## config.mk

```make
export PLATFORM = sky130hd
export DESIGN_NAME = id_stage_scoreboard
export DESIGN_NICKNAME = d
export VERILOG_FILES = /design/src/rtl/id_stage_scoreboard.sv
export SDC_FILE = /design/constraint.sdc
export NUM_CORES = 1
export LEC_CHECK = 0
export BUFFER_PORTS_ARGS = -buffer_cell sky130_fd_sc_hd__buf_2
export CAP_MARGIN = 0
export CORE_MARGIN = 5
export CORE_UTILIZATION = 25
export DETAILED_ROUTE_END_ITERATION = 16
export GPL_ROUTABILITY_DRIVEN = 0
export GPL_TIMING_DRIVEN = 0
export HOLD_SLACK_MARGIN = 0.12
export SLEW_MARGIN = 20
export SYNTH_ARGS = -nofsm -noshare
export SYNTH_HDL_FRONTEND = slang
export SYNTH_SLANG_ARGS = --single-unit
```

## constraint.sdc

```tcl
create_clock -name clk -period 7.1 [get_ports clk]
set_input_delay 0.355 -clock clk [delete_from_list [all_inputs] [get_ports clk]]
set_output_delay 0.355 -clock clk [all_outputs]
set_load 0.02 [all_outputs]
```

## src/rtl/id_stage_scoreboard.sv

```systemverilog
// Registered decode stage with a per-register pending-write scoreboard.
// RAW/WAW-saturation hazards back-pressure IF through the in_valid/in_ready handshake.
module id_stage_scoreboard #(
  parameter int INSTR_W   = 16,
  parameter int PC_W      = 16,
  parameter int NUM_REGS  = 8,
  parameter int REG_IDX_W = 3,
  parameter int CNT_W     = 2
) (
  input  logic                 clk,
  input  logic                 rst,
  input  logic                 in_valid,
  output logic                 in_ready,
  input  logic [INSTR_W-1:0]   in_instr,
  input  logic [PC_W-1:0]      in_pc,
  output logic                 out_valid,
  input  logic                 out_ready,
  output logic [INSTR_W-1:0]   out_instr,
  output logic [PC_W-1:0]      out_pc,
  output logic [REG_IDX_W-1:0] out_rs,
  output logic [REG_IDX_W-1:0] out_rt,
  output logic [REG_IDX_W-1:0] out_rd,
  output logic                 out_wr_en,
  output logic                 out_is_ld,
  output logic                 out_halt,
  input  logic                 wb_valid,
  input  logic [REG_IDX_W-1:0] wb_reg,
  input  logic                 flush,
  output logic                 stall_haz,
  output logic                 sb_busy,
  output logic                 halted
);

  localparam logic [CNT_W-1:0] CNT_MAX = {CNT_W{1'b1}};

  logic [4:0]           opcode;
  logic [REG_IDX_W-1:0] rs_f, rt_f, rdr_f;
  logic                 uses_rs, uses_rt, dec_wr, dec_ld, dec_halt;
  logic [REG_IDX_W-1:0] dec_rd;
  logic                 haz, accept;
  logic [CNT_W-1:0]     cnt      [NUM_REGS];
  logic [CNT_W-1:0]     cnt_next [NUM_REGS];

  // Counter step: +1 on issue, -1 per retire/squash, never below zero.
  function automatic logic [CNT_W-1:0] cnt_step(input logic [CNT_W-1:0] c,
                                                input logic inc, input logic dwb,
                                                input logic dfl);
    logic [CNT_W:0] sum_v;
    logic [CNT_W:0] sub_v;
    sum_v = {1'b0, c} + {{CNT_W{1'b0}}, inc};
    sub_v = {{CNT_W{1'b0}}, dwb} + {{CNT_W{1'b0}}, dfl};
    return (sum_v >= sub_v) ? CNT_W'(sum_v - sub_v) : {CNT_W{1'b0}};
  endfunction

  assign opcode = in_instr[INSTR_W-1 -: 5];
  assign rs_f   = in_instr[10:8];
  assign rt_f   = in_instr[7:5];
  assign rdr_f  = in_instr[4:2];

  // Decode register usage of the instruction offered by IF; first match wins.
  always_comb begin
    uses_rs  = 1'b0;
    uses_rt  = 1'b0;
    dec_wr   = 1'b0;
    dec_ld   = 1'b0;
    dec_halt = 1'b0;
    dec_rd   = {REG_IDX_W{1'b0}};
    casez (opcode)
      5'b00000: dec_halt = 1'b1;
      5'b00001: dec_halt = 1'b0;
      5'b00110: begin dec_wr = 1'b1; dec_rd = REG_IDX_W'(7); end
      5'b00111: begin uses_rs = 1'b1; dec_wr = 1'b1; dec_rd = REG_IDX_W'(7); end
      5'b001??: uses_rs = 1'b1;
      5'b01???: begin uses_rs = 1'b1; dec_wr = 1'b1; dec_rd = rt_f; end
      5'b10000: begin uses_rs = 1'b1; uses_rt = 1'b1; end
      5'b10001: begin uses_rs = 1'b1; dec_wr = 1'b1; dec_rd = rt_f; dec_ld = 1'b1; end
      5'b10011: begin uses_rs = 1'b1; uses_rt = 1'b1; dec_wr = 1'b1; dec_rd = rs_f; end
      5'b11???: begin uses_rs = 1'b1; uses_rt = 1'b1; dec_wr = 1'b1; dec_rd = rdr_f; end
      default:  dec_halt = 1'b0;
    endcase
  end

  // Hazards use pre-edge counters, so a same-cycle retirement does not release the stall.
  assign haz = (uses_rs && (cnt[rs_f] != {CNT_W{1'b0}})) ||
               (uses_rt && (cnt[rt_f] != {CNT_W{1'b0}})) ||
               (dec_wr  && (cnt[dec_rd] == CNT_MAX));

  assign in_ready  = ~rst & ~halted & ~flush & ~haz & (~out_valid | out_ready);
  assign accept    = in_valid & in_ready;
  assign stall_haz = ~rst & in_valid & haz & ~halted;

  // Next-state for every scoreboard counter plus the busy summary.
  always_comb begin
    sb_busy = 1'b0;
    for (int r = 0; r < NUM_REGS; r++) begin
      cnt_next[r] = cnt_step(cnt[r],
                             accept & dec_wr & (dec_rd == REG_IDX_W'(r)),
                             wb_valid & (wb_reg == REG_IDX_W'(r)) & (cnt[r] != {CNT_W{1'b0}}),
                             flush & out_valid & out_wr_en & ~out_ready & (out_rd == REG_IDX_W'(r)));
      sb_busy = sb_busy | (cnt[r] != {CNT_W{1'b0}});
    end
  end

  // Scoreboard counter registers.
  always_ff @(posedge clk) begin
    for (int r = 0; r < NUM_REGS; r++) begin
      if (rst) begin
        cnt[r] <= {CNT_W{1'b0}};
      end else begin
        cnt[r] <= cnt_next[r];
      end
    end
  end

  // Output register and halt latch; data only changes on accept so it holds under back-pressure.
  always_ff @(posedge clk) begin
    if (rst) begin
      out_valid <= 1'b0;
      out_instr <= {INSTR_W{1'b0}};
      out_pc    <= {PC_W{1'b0}};
      out_rs    <= {REG_IDX_W{1'b0}};
      out_rt    <= {REG_IDX_W{1'b0}};
      out_rd    <= {REG_IDX_W{1'b0}};
      out_wr_en <= 1'b0;
      out_is_ld <= 1'b0;
      out_halt  <= 1'b0;
      halted    <= 1'b0;
    end else begin
      if (accept) begin
        out_valid <= 1'b1;
        out_instr <= in_instr;
        out_pc    <= in_pc;
        out_rs    <= rs_f;
        out_rt    <= rt_f;
        out_rd    <= dec_rd;
        out_wr_en <= dec_wr;
        out_is_ld <= dec_ld;
        out_halt  <= dec_halt;
      end else if (out_ready || flush) begin
        out_valid <= 1'b0;
      end else begin
        out_valid <= out_valid;
      end
      if (accept && dec_halt) begin
        halted <= 1'b1;
      end else begin
        halted <= halted;
      end
    end
  end

endmodule

```

==> run_summary.xml, run 1 <==
<?xml version="1.0" encoding="UTF-8"?>
<metrics>
  <group name="timing">
    <metric name="rsz_0062_raised_after_global_routing" unit="">false</metric>
    <metric name="setup_tns" unit="ns">0</metric>
    <metric name="drv_slew" unit="">0</metric>
    <metric name="period_needed" unit="ns">3.683</metric>
    <metric name="timing.hold.ws" unit="ns">0.3095</metric>
    <metric name="post-route-worst-setup-slack" unit="ns">3.417</metric>
    <metric name="fin_crit_sh" unit="%">51.87</metric>
    <metric name="report.final.hold_viol_count" unit="">0</metric>
    <metric name="maximum_operating_frequency" unit="GHz">0.2715</metric>
    <metric name="relSlewSlack" unit="%">53.07</metric>
    <metric name="setup_viol" unit="">0</metric>
    <metric name="timing_worst_slew_pin_value" unit="ns">0.6986</metric>
    <metric name="fin_worst_skew" unit="ns">0.008065</metric>
  </group>
  <group name="placement">
    <metric name="pre_cts_slack" unit="ns">3.222</metric>
    <metric name="placement.cell_area" unit="mm2">0.004725</metric>
    <metric name="numPortBuffers" unit="">87</metric>
    <metric name="dpl.hpwl" unit="um">8365</metric>
  </group>
  <group name="route">
    <metric name="average_wire_per_standard_cell" unit="um">13.97</metric>
    <metric name="drcViolationCount" unit="">0</metric>
    <metric name="final_antenna_net_count" unit="">0</metric>
    <metric name="number_of_vias_after_detailed_routing" unit="">3325</metric>
    <metric name="detail_route.first_pass.iterations" unit="">5</metric>
    <metric name="detailedRoute.firstIterationViolations" unit="">172</metric>
    <metric name="drt-vias-per-instance" unit="">4.463</metric>
    <metric name="postRouteWirelength" unit="um">10410</metric>
  </group>
  <group name="synth">
    <metric name="avgSynthCellArea" unit="um2">9.260</metric>
    <metric name="syn-cell-area" unit="mm2">0.004019</metric>
    <metric name="synthFlopType" unit="">sky130_fd_sc_hd__dfxtp_1</metric>
    <metric name="synthesis.yosys.warnings" unit="">0</metric>
    <metric name="synth_edf_count" unit="">0</metric>
    <metric name="number_of_standard_cells_after_synthesis" unit="">434</metric>
    <metric name="mappedNetlistNets" unit="">515</metric>
    <metric name="synth-async-reset-ratio" unit="%">0</metric>
    <metric name="synth-seq-area-share" unit="%">27.90</metric>
    <metric name="post_synthesis_register_bit_count" unit="">56</metric>
    <metric name="netlist-cell-type-count" unit="">59</metric>
  </group>
  <group name="critical_path">
    <metric name="crit_chain" unit="">or2_2 &gt; mux4_2 &gt; mux2i_1 &gt; o22ai_1 &gt; a221oi_1 &gt; o31ai_2 &gt; buf_6 &gt; nor4_2 &gt; ha_1 &gt; inv_1 &gt; fa_1 &gt; o31a_1 &gt; nor3_1</metric>
    <metric name="critical-path-max-stage-delay" unit="ns">0.50</metric>
    <metric name="data_arrival_at_the_endpoint_of_the_critical_path" unit="ns">3.91</metric>
    <metric name="worst_setup_path_end_kind" unit="">flip-flop</metric>
    <metric name="timing.critical_path.fanout_max" unit="">10</metric>
    <metric name="setup.worst_path.class" unit="">reg -&gt; reg</metric>
    <metric name="critical_path.n_buffers_inverters" unit="">2</metric>
    <metric name="crit_start_category" unit="">flip-flop</metric>
    <metric name="critPathRequiredTime" unit="ns">7.33</metric>
    <metric name="cp_top_family" unit="">compound AO/OA/AOI/OAI gates</metric>
    <metric name="critPathSlowestCell" unit="">sky130_fd_sc_hd__fa_1</metric>
  </group>
  <group name="layout">
    <metric name="stdcell_area" unit="mm2">0.004871</metric>
    <metric name="layout_commonest_cell" unit="">sky130_fd_sc_hd__buf_2</metric>
    <metric name="layout.filler_cells" unit="">1698</metric>
    <metric name="insertedDiodeCount" unit="">0</metric>
    <metric name="flow.area_growth_from_synthesis" unit="%">21.20</metric>
    <metric name="commonest_cells_after_routing_fill_and_taps_aside" unit="">90 x sky130_fd_sc_hd__buf_2, 70 x sky130_fd_sc_hd__nand2b_1, 56 x sky130_fd_sc_hd__dfxtp_1</metric>
    <metric name="final_layout_size_suffix_gt1_share" unit="%">24.39</metric>
    <metric name="final_net_count" unit="">609</metric>
  </group>
  <group name="grt">
    <metric name="grt-ovfl-total" unit="">0</metric>
    <metric name="global_route.usage.total" unit="%">11.16</metric>
    <metric name="grt_max_degree" unit="">19</metric>
    <metric name="number_of_antenna_violations_at_the_first_check_in_global_routing" unit="">1</metric>
    <metric name="first_global_vias" unit="">3205</metric>
    <metric name="grt_pass1_wl" unit="um">16740</metric>
  </group>
  <group name="outcome">
    <metric name="outcome" unit="">finished clean</metric>
  </group>
  <group name="clock_tree">
    <metric name="clock_transition_at_the_registers_of_the_reported_paths" unit="ns">0.08</metric>
    <metric name="clk_latency" unit="ns">0.30</metric>
    <metric name="cts_max_path_buffers" unit="">2</metric>
    <metric name="post_cts_resized" unit="">0</metric>
    <metric name="cts_max_level" unit="">2</metric>
    <metric name="post-cts-setup-buffers" unit="">0</metric>
    <metric name="cts_tree" unit="">yes</metric>
    <metric name="numCtsBuffers" unit="">5</metric>
    <metric name="cts-root-buf" unit="">sky130_fd_sc_hd__clkbuf_16</metric>
    <metric name="cts_hold_repair.buffers" unit="">0</metric>
    <metric name="cts_num_sinks" unit="">56</metric>
  </group>
  <group name="run">
    <metric name="max_cap_viol_count" unit="">0</metric>
  </group>
  <group name="die">
    <metric name="placeableCoreArea" unit="mm2">0.01583</metric>
    <metric name="floorplan.die_area" unit="mm2">0.01871</metric>
    <metric name="die_h" unit="um">136.8</metric>
    <metric name="ioPinCount" unit="">90</metric>
    <metric name="starting_utilization_of_the_core_area" unit="%">25.39</metric>
    <metric name="die_width" unit="um">136.8</metric>
    <metric name="row_count" unit="">46</metric>
  </group>
  <group name="power_and_ir_drop">
    <metric name="power_density" unit="mW/mm2">145.9</metric>
    <metric name="p_clk_share" unit="%">36.7</metric>
    <metric name="switching_share" unit="%">28.73</metric>
    <metric name="p_sw" unit="W">0.0002042</metric>
    <metric name="cellInternalPower" unit="W">0.0005066</metric>
    <metric name="share_of_power_burned_in_combinational_logic" unit="%">17.2</metric>
    <metric name="power.leakage" unit="nW">2.079</metric>
    <metric name="seq_power_share" unit="%">46.1</metric>
    <metric name="ir_worst_vdd" unit="mV">0.08703</metric>
  </group>
  <group name="min_path">
    <metric name="worst_min_delay_path_category" unit="">in -&gt; reg</metric>
  </group>
</metrics>
## layer usage
metal  share of wire, %  global-route usage, %  vias to the layer above
met2                 46                  18.84                       81
met4               0.73                  1.996                        2
li1                   -                      -                     1683
met5              0.067                      0                        -
met3                6.4                  2.206                        7
met1                 47                  14.96                     1552
## worst register-to-register path: stages, from the launching register on
cell and delay [ns]:
sky130_fd_sc_hd__dfxtp_1 0.34, sky130_fd_sc_hd__or2_2 0.34, sky130_fd_sc_hd__mux4_2 0.47, sky130_fd_sc_hd__mux2i_1 0.15
sky130_fd_sc_hd__o22ai_1 0.12, sky130_fd_sc_hd__a221oi_1 0.27, sky130_fd_sc_hd__o31ai_2 0.20, sky130_fd_sc_hd__buf_6 0.20
sky130_fd_sc_hd__nor4_2 0.30, sky130_fd_sc_hd__ha_1 0.24, sky130_fd_sc_hd__inv_1 0.06, sky130_fd_sc_hd__fa_1 0.50
sky130_fd_sc_hd__o31a_1 0.32, sky130_fd_sc_hd__nor3_1 0.11
## registers in the layout, indices dropped and copies added, names as in the netlist
| register | flops |
|---|---|
| out_halt | 1 |
| halted | 1 |
| cnt | 16 |
| out_is_ld | 1 |
| out_wr_en | 1 |
| out_instr | 16 |
| out_valid | 1 |
| out_rd | 3 |
| out_pc | 16 |
## kinds of logic (layout without fill, tap and decap cells)
family	count (synthesis)	in the layout	synth area share, %
simple gates	181	181	26.43
compound gates	53	53	10.46
flops	56	56	27.90
fa+ha+maj	40	40	13.95
xor+xnor	6	6	1.308
mux	43	43	12.17
buf+inv	55	150	7.783
## synthesized netlist by cell type, drive strengths merged, types with 2 or more instances
master	instances	area share (%)
a21o	2	0.37
a21oi	9	1.1
a22oi	2	0.37
a311oi	3	0.65
and2	2	0.37
and3	2	0.31
buf	17	4.2
clkbuf	9	0.84
dfxtp	56	28
fa	8	4.0
ha	32	10
inv	29	2.7
mux2	4	1.2
mux2i	35	8.7
mux4	4	2.2
nand2	19	1.8
nand2b	70	11
nand3	4	0.50
nand4	2	0.31
nor2	27	2.9
nor2b	9	1.4
nor3	18	2.2
nor3b	6	1.1
nor4	5	1.2
nor4b	3	0.81
o21ai	11	1.4
o31a	8	1.7
o31ai	2	0.84
o32a	4	1.0
o41ai	6	1.5
or2	8	1.2
xnor2	4	0.87
xor2	2	0.44
## path summary, 6_finish.rpt
check / startpoint / to / slack (ns) / cells past startpoint
worst max-delay path: cnt[7][0] / cnt[2][0] / 3.42 / 13
worst min-delay path: in_pc[15] / out_pc[15] / 0.31 / 3
worst max register to register: cnt[7][0] / cnt[2][0] / 3.42 / 13
worst min register to register: out_pc[0] / out_pc[0] / 0.47 / 2
## power groups by stage
| stage | combinational [W] | sequential (W) | clock [W] |
|---|---|---|---|
| after global routing | 0.000134 | 0.000329 | 0.000278 |
| after floorplan | 0.0000718 | 0.000343 | 0 |
| after detailed placement | 0.000124 | 0.000335 | 0 |
| final | 0.000122 | 0.000327 | 0.000261 |
| after global placement | 0.000123 | 0.000335 | 0 |
| after CTS | 0.000124 | 0.000327 | 0.000273 |
## stage by stage
step	instances	power, W	util [%]
5_1_grt	745	0.0007402	30.77
6_report	745	0.0007107	30.77
3_3_place_gp	737	0.0004575	29.85
3_5_place_dp	737	0.0004585	29.85
4_1_cts	745	0.0007244	30.77
2_1_floorplan	434	0.0004152	-
## layout make-up
cell class / count / area (um2) / area share, %
multi-input cells: 323 / 2585 / 53.07
flip-flops and latches: 56 / 1121 / 23.02
repair buffers: 87 / 435.4 / 8.939
well taps: 216 / 270.3 / 5.548
plain buffers: 26 / 203.9 / 4.187
clock buffers: 5 / 125.1 / 2.569
inverters: 29 / 108.9 / 2.235
clock inverters: 3 / 21.27 / 0.4367
Note: power is estimated with default switching activity, not from simulation.
==> run 2: changes to the inputs <==
==> constraint.sdc (replaced) <==
create_clock -name clk -period 3.4 [get_ports clk]
set_input_delay 0.17 -clock clk [delete_from_list [all_inputs] [get_ports clk]]
set_output_delay 0.17 -clock clk [all_outputs]
set_load 0.02 [all_outputs]
==> run 2 against run 1 <==
  * Non-clock buffer count is 18 higher
  * Via count up 3.1%
  * Flip-flop and latch count unchanged
  * Clock power grew 110%
  * Cell count rose by 2.4%
  * Worst hold slack lost 0.18 ns
  * Final area rose by 7.0%
  * Register-to-register slack lost 3.4 ns
  * Core utilization is 2.1 points higher
  * Largest power group unchanged
  * Critical path depth is the same
  * Sequential power rose by 110%
  * Count of clock-buffer cells in the layout unchanged
==> run_summary.xml, run 2 (same netlist as run 1, synthesis figures left out) <==
<?xml version="1.0" encoding="UTF-8"?>
<metrics>
  <group name="clock_tree">
    <metric name="cts_num_sinks" unit="">56</metric>
    <metric name="clock_transition_at_the_registers_of_the_reported_paths" unit="ns">0.08</metric>
    <metric name="cts_max_level" unit="">2</metric>
    <metric name="clk_latency" unit="ns">0.30</metric>
    <metric name="numCtsBuffers" unit="">5</metric>
    <metric name="cts-root-buf" unit="">sky130_fd_sc_hd__clkbuf_16</metric>
    <metric name="cts_max_path_buffers" unit="">2</metric>
    <metric name="cts_tree" unit="">yes</metric>
  </group>
  <group name="placement">
    <metric name="dpl.hpwl" unit="um">8365</metric>
    <metric name="pre_cts_slack" unit="ns">-0.2927</metric>
    <metric name="numPortBuffers" unit="">87</metric>
  </group>
  <group name="grt">
    <metric name="number_of_antenna_violations_at_the_first_check_in_global_routing" unit="">1</metric>
    <metric name="grt_pass1_wl" unit="um">17150</metric>
    <metric name="grt-ovfl-total" unit="">0</metric>
    <metric name="global_route.usage.total" unit="%">11.42</metric>
    <metric name="first_global_vias" unit="">3310</metric>
    <metric name="grt_max_degree" unit="">19</metric>
  </group>
  <group name="timing">
    <metric name="report.final.hold_viol_count" unit="">0</metric>
    <metric name="period_needed" unit="ns">3.376</metric>
    <metric name="rsz_0062_raised_after_global_routing" unit="">true</metric>
    <metric name="drv_slew" unit="">0</metric>
    <metric name="relSlewSlack" unit="%">52.43</metric>
    <metric name="timing_worst_slew_pin_value" unit="ns">0.7081</metric>
    <metric name="post-route-worst-setup-slack" unit="ns">0.02430</metric>
    <metric name="maximum_operating_frequency" unit="GHz">0.2962</metric>
    <metric name="setup_viol" unit="">0</metric>
    <metric name="fin_crit_sh" unit="%">99.29</metric>
    <metric name="fin_worst_skew" unit="ns">0.007262</metric>
  </group>
  <group name="layout">
    <metric name="insertedDiodeCount" unit="">0</metric>
    <metric name="final_layout_size_suffix_gt1_share" unit="%">35.65</metric>
    <metric name="largest_registers" unit="">cnt x16, out_instr x16, out_pc x16</metric>
    <metric name="layout.filler_cells" unit="">1663</metric>
    <metric name="layout_commonest_cell" unit="">sky130_fd_sc_hd__buf_2</metric>
    <metric name="commonest_cells_after_routing_fill_and_taps_aside" unit="">90 x sky130_fd_sc_hd__buf_2, 70 x sky130_fd_sc_hd__nand2b_1, 43 x sky130_fd_sc_hd__dfxtp_1</metric>
    <metric name="final_core_utilization" unit="%">32.92</metric>
    <metric name="final_net_count" unit="">627</metric>
    <metric name="flow.area_growth_from_synthesis" unit="%">29.64</metric>
  </group>
  <group name="power_and_ir_drop">
    <metric name="ir_worst_vdd" unit="mV">0.1779</metric>
    <metric name="power_density" unit="mW/mm2">289.4</metric>
    <metric name="power.leakage" unit="nW">2.169</metric>
  </group>
  <group name="route">
    <metric name="detail_route.first_pass.iterations" unit="">4</metric>
    <metric name="drt-vias-per-instance" unit="">4.494</metric>
    <metric name="postRouteWirelength" unit="um">10880</metric>
    <metric name="number_of_vias_after_detailed_routing" unit="">3429</metric>
    <metric name="final_antenna_net_count" unit="">0</metric>
    <metric name="drcViolationCount" unit="">0</metric>
    <metric name="average_wire_per_standard_cell" unit="um">14.25</metric>
    <metric name="detailedRoute.firstIterationViolations" unit="">142</metric>
  </group>
  <group name="die">
    <metric name="floorplan.die_area" unit="mm2">0.01871</metric>
    <metric name="row_count" unit="">46</metric>
    <metric name="die_h" unit="um">136.8</metric>
    <metric name="placeableCoreArea" unit="mm2">0.01583</metric>
    <metric name="starting_utilization_of_the_core_area" unit="%">25.39</metric>
    <metric name="ioPinCount" unit="">90</metric>
    <metric name="die_width" unit="um">136.8</metric>
  </group>
  <group name="min_path">
    <metric name="worst_min_delay_path_category" unit="">in -&gt; reg</metric>
  </group>
  <group name="run">
    <metric name="max_cap_viol_count" unit="">0</metric>
  </group>
  <group name="critical_path">
    <metric name="critPathRequiredTime" unit="ns">3.63</metric>
    <metric name="data_arrival_at_the_endpoint_of_the_critical_path" unit="ns">3.60</metric>
    <metric name="timing.critical_path.fanout_max" unit="">8</metric>
    <metric name="crit_start_category" unit="">flip-flop</metric>
    <metric name="setup.worst_path.class" unit="">reg -&gt; reg</metric>
    <metric name="worst_setup_path_end_kind" unit="">flip-flop</metric>
  </group>
  <group name="outcome">
    <metric name="outcome" unit="">finished clean</metric>
  </group>
</metrics>
## run 2: cell types whose count changed in the layout (fill, tap and decap cells not counted), sizes merged
cell / delta
buf: +17
dlygate4sd3: +1
## run 2: worst max-delay path, stage by stage (launching register included)
cell and delay, ns:
sky130_fd_sc_hd__dfxtp_2 0.33, sky130_fd_sc_hd__or2_4 0.27, sky130_fd_sc_hd__mux4_2 0.47, sky130_fd_sc_hd__mux2i_1 0.18, sky130_fd_sc_hd__o22ai_2 0.12, sky130_fd_sc_hd__a221oi_2 0.20, sky130_fd_sc_hd__o31ai_2 0.13, sky130_fd_sc_hd__buf_6 0.20
sky130_fd_sc_hd__nor4_4 0.26, sky130_fd_sc_hd__ha_2 0.26, sky130_fd_sc_hd__inv_2 0.04, sky130_fd_sc_hd__fa_2 0.44, sky130_fd_sc_hd__o31a_1 0.27, sky130_fd_sc_hd__nor3_2 0.14
## run 2: worst paths after layout
| path | start | to | slack [ns] | cells after the start |
|---|---|---|---|---|
| min | in_pc[1] | out_pc[1] | 0.13 | 3 |
| max reg2reg | cnt[2][0] | cnt[2][0] | 0.02 | 13 |
| min reg2reg | out_pc[0] | out_pc[0] | 0.47 | 2 |
| max | cnt[2][0] | cnt[2][0] | 0.02 | 13 |
## run 2: power breakdown
part	internal [W]	switching (W)	leakage [nW]
registers	0.000673	0.0000113	0.460
logic	0.000119	0.000160	1.64
clock network	0.000276	0.000269	0.0702
total	0.00107	0.000440	2.17
## run 2: metal layers
metal	up-vias	track usage (%)	wire length (um)	share of wire [%]
met2	92	19.58	5062	47
li1	1711	-	-	-
met5	-	0	13	0.12
met4	2	2.273	127	1.2
met3	11	2.279	663	6.1
met1	1613	14.96	5008	46
## run 2: final cells by class
cell class	instances	area, um2	share of cell area, %
clock buffers	5	125.1	2.402
plain buffers	26	203.9	3.915
well taps	216	270.3	5.187
flip-flops and latches	56	1137	21.83
repair buffers	105	573.1	11.00
multi-input cells	323	2770	53.17
clock inverters	3	21.27	0.4083
inverters	29	108.9	2.089
## run 2: stage by stage
stage	hold slack, ns	std cells	setup TNS (ns)	total power, W	instance area [um2]
floorplan	0.3253	434	0	0.0008669	4019
global placement	0.4416	737	-3.731	0.0009554	4725
detailed placement	0.4411	737	-3.424	0.0009574	4725
CTS	0.1204	758	-0.08225	0.001526	5050
global route	0.1242	763	-1.058	0.001570	5210
finish	0.1262	763	0	0.001508	5210
## run 2: what timing repair did
item,4_1_cts,5_1_grt
endpoints found under the setup margin,16,16
setup buffers,12,5
hold buffers,1,0
resized for setup,29,31
pin swaps,13,36
endpoints found under the hold margin,1,0
==> run 3: changes to the inputs <==
==> constraint.sdc (replaced) <==
create_clock -name clk -period 2.9 [get_ports clk]
set_input_delay 0.145 -clock clk [delete_from_list [all_inputs] [get_ports clk]]
set_output_delay 0.145 -clock clk [all_outputs]
set_load 0.02 [all_outputs]
==> run 3 against run 2 <==
  * The flow now finishes with violations (setup timing)
  * Sequential share of layout area is 0.88 points lower
  * Global-route usage is 0.83 points higher
  * Non-clock buffer count is 23 higher
  * Clock power is 20% higher
  * First-iteration DRC count is 1.4% lower
  * Combinational power is 25% higher
  * Register-to-register slack worse by 0.50 ns
  * Worst hold slack worse by 0.0028 ns
  * Core utilization is 1.5 points higher
  * Critical path type unchanged
  * Highest routed layer unchanged
==> run_summary.xml, run 3 (same netlist as run 1, synthesis figures left out) <==
<?xml version="1.0" encoding="UTF-8"?>
<metrics>
  <group name="route">
    <metric name="drcViolationCount" unit="">0</metric>
    <metric name="average_wire_per_standard_cell" unit="um">15.01</metric>
    <metric name="number_of_vias_after_detailed_routing" unit="">3590</metric>
    <metric name="drt-vias-per-instance" unit="">4.562</metric>
    <metric name="detail_route.first_pass.iterations" unit="">4</metric>
    <metric name="postRouteWirelength" unit="um">11810</metric>
    <metric name="detailedRoute.firstIterationViolations" unit="">140</metric>
    <metric name="final_antenna_net_count" unit="">0</metric>
  </group>
  <group name="placement">
    <metric name="dpl.hpwl" unit="um">9075</metric>
    <metric name="numPortBuffers" unit="">87</metric>
  </group>
  <group name="die">
    <metric name="starting_utilization_of_the_core_area" unit="%">25.39</metric>
    <metric name="floorplan.die_area" unit="mm2">0.01871</metric>
    <metric name="ioPinCount" unit="">90</metric>
    <metric name="row_count" unit="">46</metric>
    <metric name="die_width" unit="um">136.8</metric>
    <metric name="placeableCoreArea" unit="mm2">0.01583</metric>
    <metric name="die_h" unit="um">136.8</metric>
  </group>
  <group name="grt">
    <metric name="grt_max_degree" unit="">20</metric>
    <metric name="global_route.usage.total" unit="%">12.26</metric>
    <metric name="first_global_vias" unit="">3676</metric>
    <metric name="grt_pass1_wl" unit="um">18540</metric>
    <metric name="number_of_antenna_violations_at_the_first_check_in_global_routing" unit="">2</metric>
    <metric name="grt-ovfl-total" unit="">0</metric>
  </group>
  <group name="min_path">
    <metric name="worst_min_delay_path_category" unit="">in -&gt; reg</metric>
    <metric name="cell_depth_of_the_worst_min_delay_path" unit="">3</metric>
  </group>
  <group name="critical_path">
    <metric name="data_arrival_at_the_endpoint_of_the_critical_path" unit="ns">3.55</metric>
    <metric name="timing.critical_path.fanout_max" unit="">4</metric>
    <metric name="crit_start_category" unit="">flip-flop</metric>
    <metric name="setup.worst_path.class" unit="">reg -&gt; reg</metric>
    <metric name="r2r_cells" unit="">14</metric>
    <metric name="worst_setup_path_end_kind" unit="">flip-flop</metric>
    <metric name="critPathRequiredTime" unit="ns">3.07</metric>
  </group>
  <group name="layout">
    <metric name="final_net_count" unit="">650</metric>
    <metric name="flow.area_growth_from_synthesis" unit="%">35.68</metric>
    <metric name="layout_commonest_cell" unit="">sky130_fd_sc_hd__buf_2</metric>
    <metric name="largest_registers" unit="">cnt x16, out_instr x16, out_pc x16</metric>
    <metric name="commonest_cells_after_routing_fill_and_taps_aside" unit="">91 x sky130_fd_sc_hd__buf_2, 70 x sky130_fd_sc_hd__nand2b_1, 41 x sky130_fd_sc_hd__dfxtp_1</metric>
    <metric name="final_layout_size_suffix_gt1_share" unit="%">36.84</metric>
  </group>
  <group name="timing">
    <metric name="fin_worst_skew" unit="ns">0.01020</metric>
    <metric name="timing.hold.ws" unit="ns">0.1234</metric>
    <metric name="timing_worst_slew_pin_value" unit="ns">0.8135</metric>
    <metric name="post-route-worst-setup-slack" unit="ns">-0.4732</metric>
    <metric name="fin_crit_sh" unit="%">116.3</metric>
    <metric name="rsz_0062_raised_after_global_routing" unit="">true</metric>
    <metric name="period_needed" unit="ns">3.373</metric>
    <metric name="report.final.hold_viol_count" unit="">0</metric>
    <metric name="maximum_operating_frequency" unit="GHz">0.2965</metric>
    <metric name="setup_viol" unit="">16</metric>
    <metric name="setup_tns" unit="ns">-6.508</metric>
    <metric name="relSlewSlack" unit="%">45.76</metric>
    <metric name="drv_slew" unit="">0</metric>
  </group>
  <group name="power_and_ir_drop">
    <metric name="share_of_power_burned_in_combinational_logic" unit="%">19.3</metric>
    <metric name="cellInternalPower" unit="W">0.001274</metric>
    <metric name="power_density" unit="mW/mm2">331.1</metric>
    <metric name="p_sw" unit="W">0.0005314</metric>
    <metric name="switching_share" unit="%">29.43</metric>
    <metric name="power.leakage" unit="nW">2.279</metric>
    <metric name="seq_power_share" unit="%">44.4</metric>
    <metric name="ir_worst_vdd" unit="mV">0.2900</metric>
    <metric name="p_clk_share" unit="%">36.3</metric>
  </group>
  <group name="clock_tree">
    <metric name="cts_tree" unit="">yes</metric>
    <metric name="cts-root-buf" unit="">sky130_fd_sc_hd__clkbuf_16</metric>
    <metric name="cts_num_sinks" unit="">56</metric>
    <metric name="numCtsBuffers" unit="">5</metric>
    <metric name="cts_max_level" unit="">2</metric>
    <metric name="clock_transition_at_the_registers_of_the_reported_paths" unit="ns">0.08</metric>
    <metric name="cts_max_path_buffers" unit="">2</metric>
    <metric name="clk_latency" unit="ns">0.31</metric>
  </group>
  <group name="outcome">
    <metric name="outcome" unit="">finished with violations</metric>
    <metric name="violations" unit="">setup timing</metric>
  </group>
  <group name="run">
    <metric name="max_cap_viol_count" unit="">0</metric>
  </group>
</metrics>
[run 3: stage by stage]
step	util [%]	power (W)	area, um2	setup WS, ns	cells
floorplan	-	0.001025	4094	-0.2939	434
global placement	30.32	0.001125	4800	-0.7010	737
detailed placement	30.32	0.001133	4800	-0.8434	737
CTS	33.74	0.001810	5340	-0.4816	780
global route	34.45	0.001879	5453	-0.6404	787
finish	34.45	0.001806	5453	-0.4732	787
[run 3: worst paths after layout]
| kind | from | end | slack (ns) |
|---|---|---|---|
| setup / recovery | cnt[3][1] | cnt[1][1] | -0.47 |
| hold / removal | in_pc[11] | out_pc[11] | 0.12 |
| setup reg to reg | cnt[3][1] | cnt[1][1] | -0.47 |
| hold reg to reg | out_is_ld | out_is_ld | 0.47 |
[run 3: critical path: stages (launching register included)]
cell and delay (ns):
sky130_fd_sc_hd__dfxtp_2 0.34, sky130_fd_sc_hd__or2_4 0.26, sky130_fd_sc_hd__mux4_2 0.47, sky130_fd_sc_hd__mux2i_1 0.18, sky130_fd_sc_hd__o22ai_2 0.11, sky130_fd_sc_hd__buf_4 0.15, sky130_fd_sc_hd__a221o_2 0.36, sky130_fd_sc_hd__nor2_8 0.10
sky130_fd_sc_hd__and3_4 0.20, sky130_fd_sc_hd__ha_4 0.13, sky130_fd_sc_hd__inv_2 0.04, sky130_fd_sc_hd__fa_2 0.58, sky130_fd_sc_hd__xnor2_2 0.12, sky130_fd_sc_hd__o32a_1 0.15, sky130_fd_sc_hd__nor2_1 0.04
[run 3: area by class of cell]
| type | count | area, um2 |
|---|---|---|
| Fill cell | 1607 | 10380 |
| Multi-Input combinational cell | 323 | 2788 |
| Sequential cell | 56 | 1142 |
| Timing Repair Buffer | 128 | 784.5 |
| Tap cell | 216 | 270.3 |
| Buffer | 26 | 203.9 |
| Clock buffer | 5 | 125.1 |
| Inverter | 29 | 108.9 |
| Clock inverter | 3 | 27.53 |
| Antenna cell | 1 | 2.502 |
[run 3: layer usage]
layer	part of all wire (%)	up-vias	routed length, um	global-route usage [%]
met5	0.11	-	13	0
li1	-	1764	-	-
met2	50	95	5853	22.26
met1	43	1705	5035	14.83
met3	5.8	24	681	2.243
met4	1.9	2	229	3.215
[run 3: power by group through the flow]
stage	clock network [W]	logic, W	registers, W
3_5_place_dp	0	0.000312	0.000821
6_report	0.000655	0.000349	0.000801
4_1_cts	0.000663	0.000346	0.000801
5_1_grt	0.000697	0.000378	0.000804
3_3_place_gp	0	0.000306	0.000819
2_1_floorplan	0	0.000184	0.000841
[run 3: timing repair]
| item | CTS | global route |
|---|---|---|
| setup buffers | 18 | 6 |
| endpoints found under the setup margin | 17 | 18 |
| endpoints found under the hold margin | 16 | 0 |
| pin swaps | 17 | 16 |
| hold buffers | 16 | 0 |
| resized for setup | 32 | 18 |
| cloned | 1 | 0 |
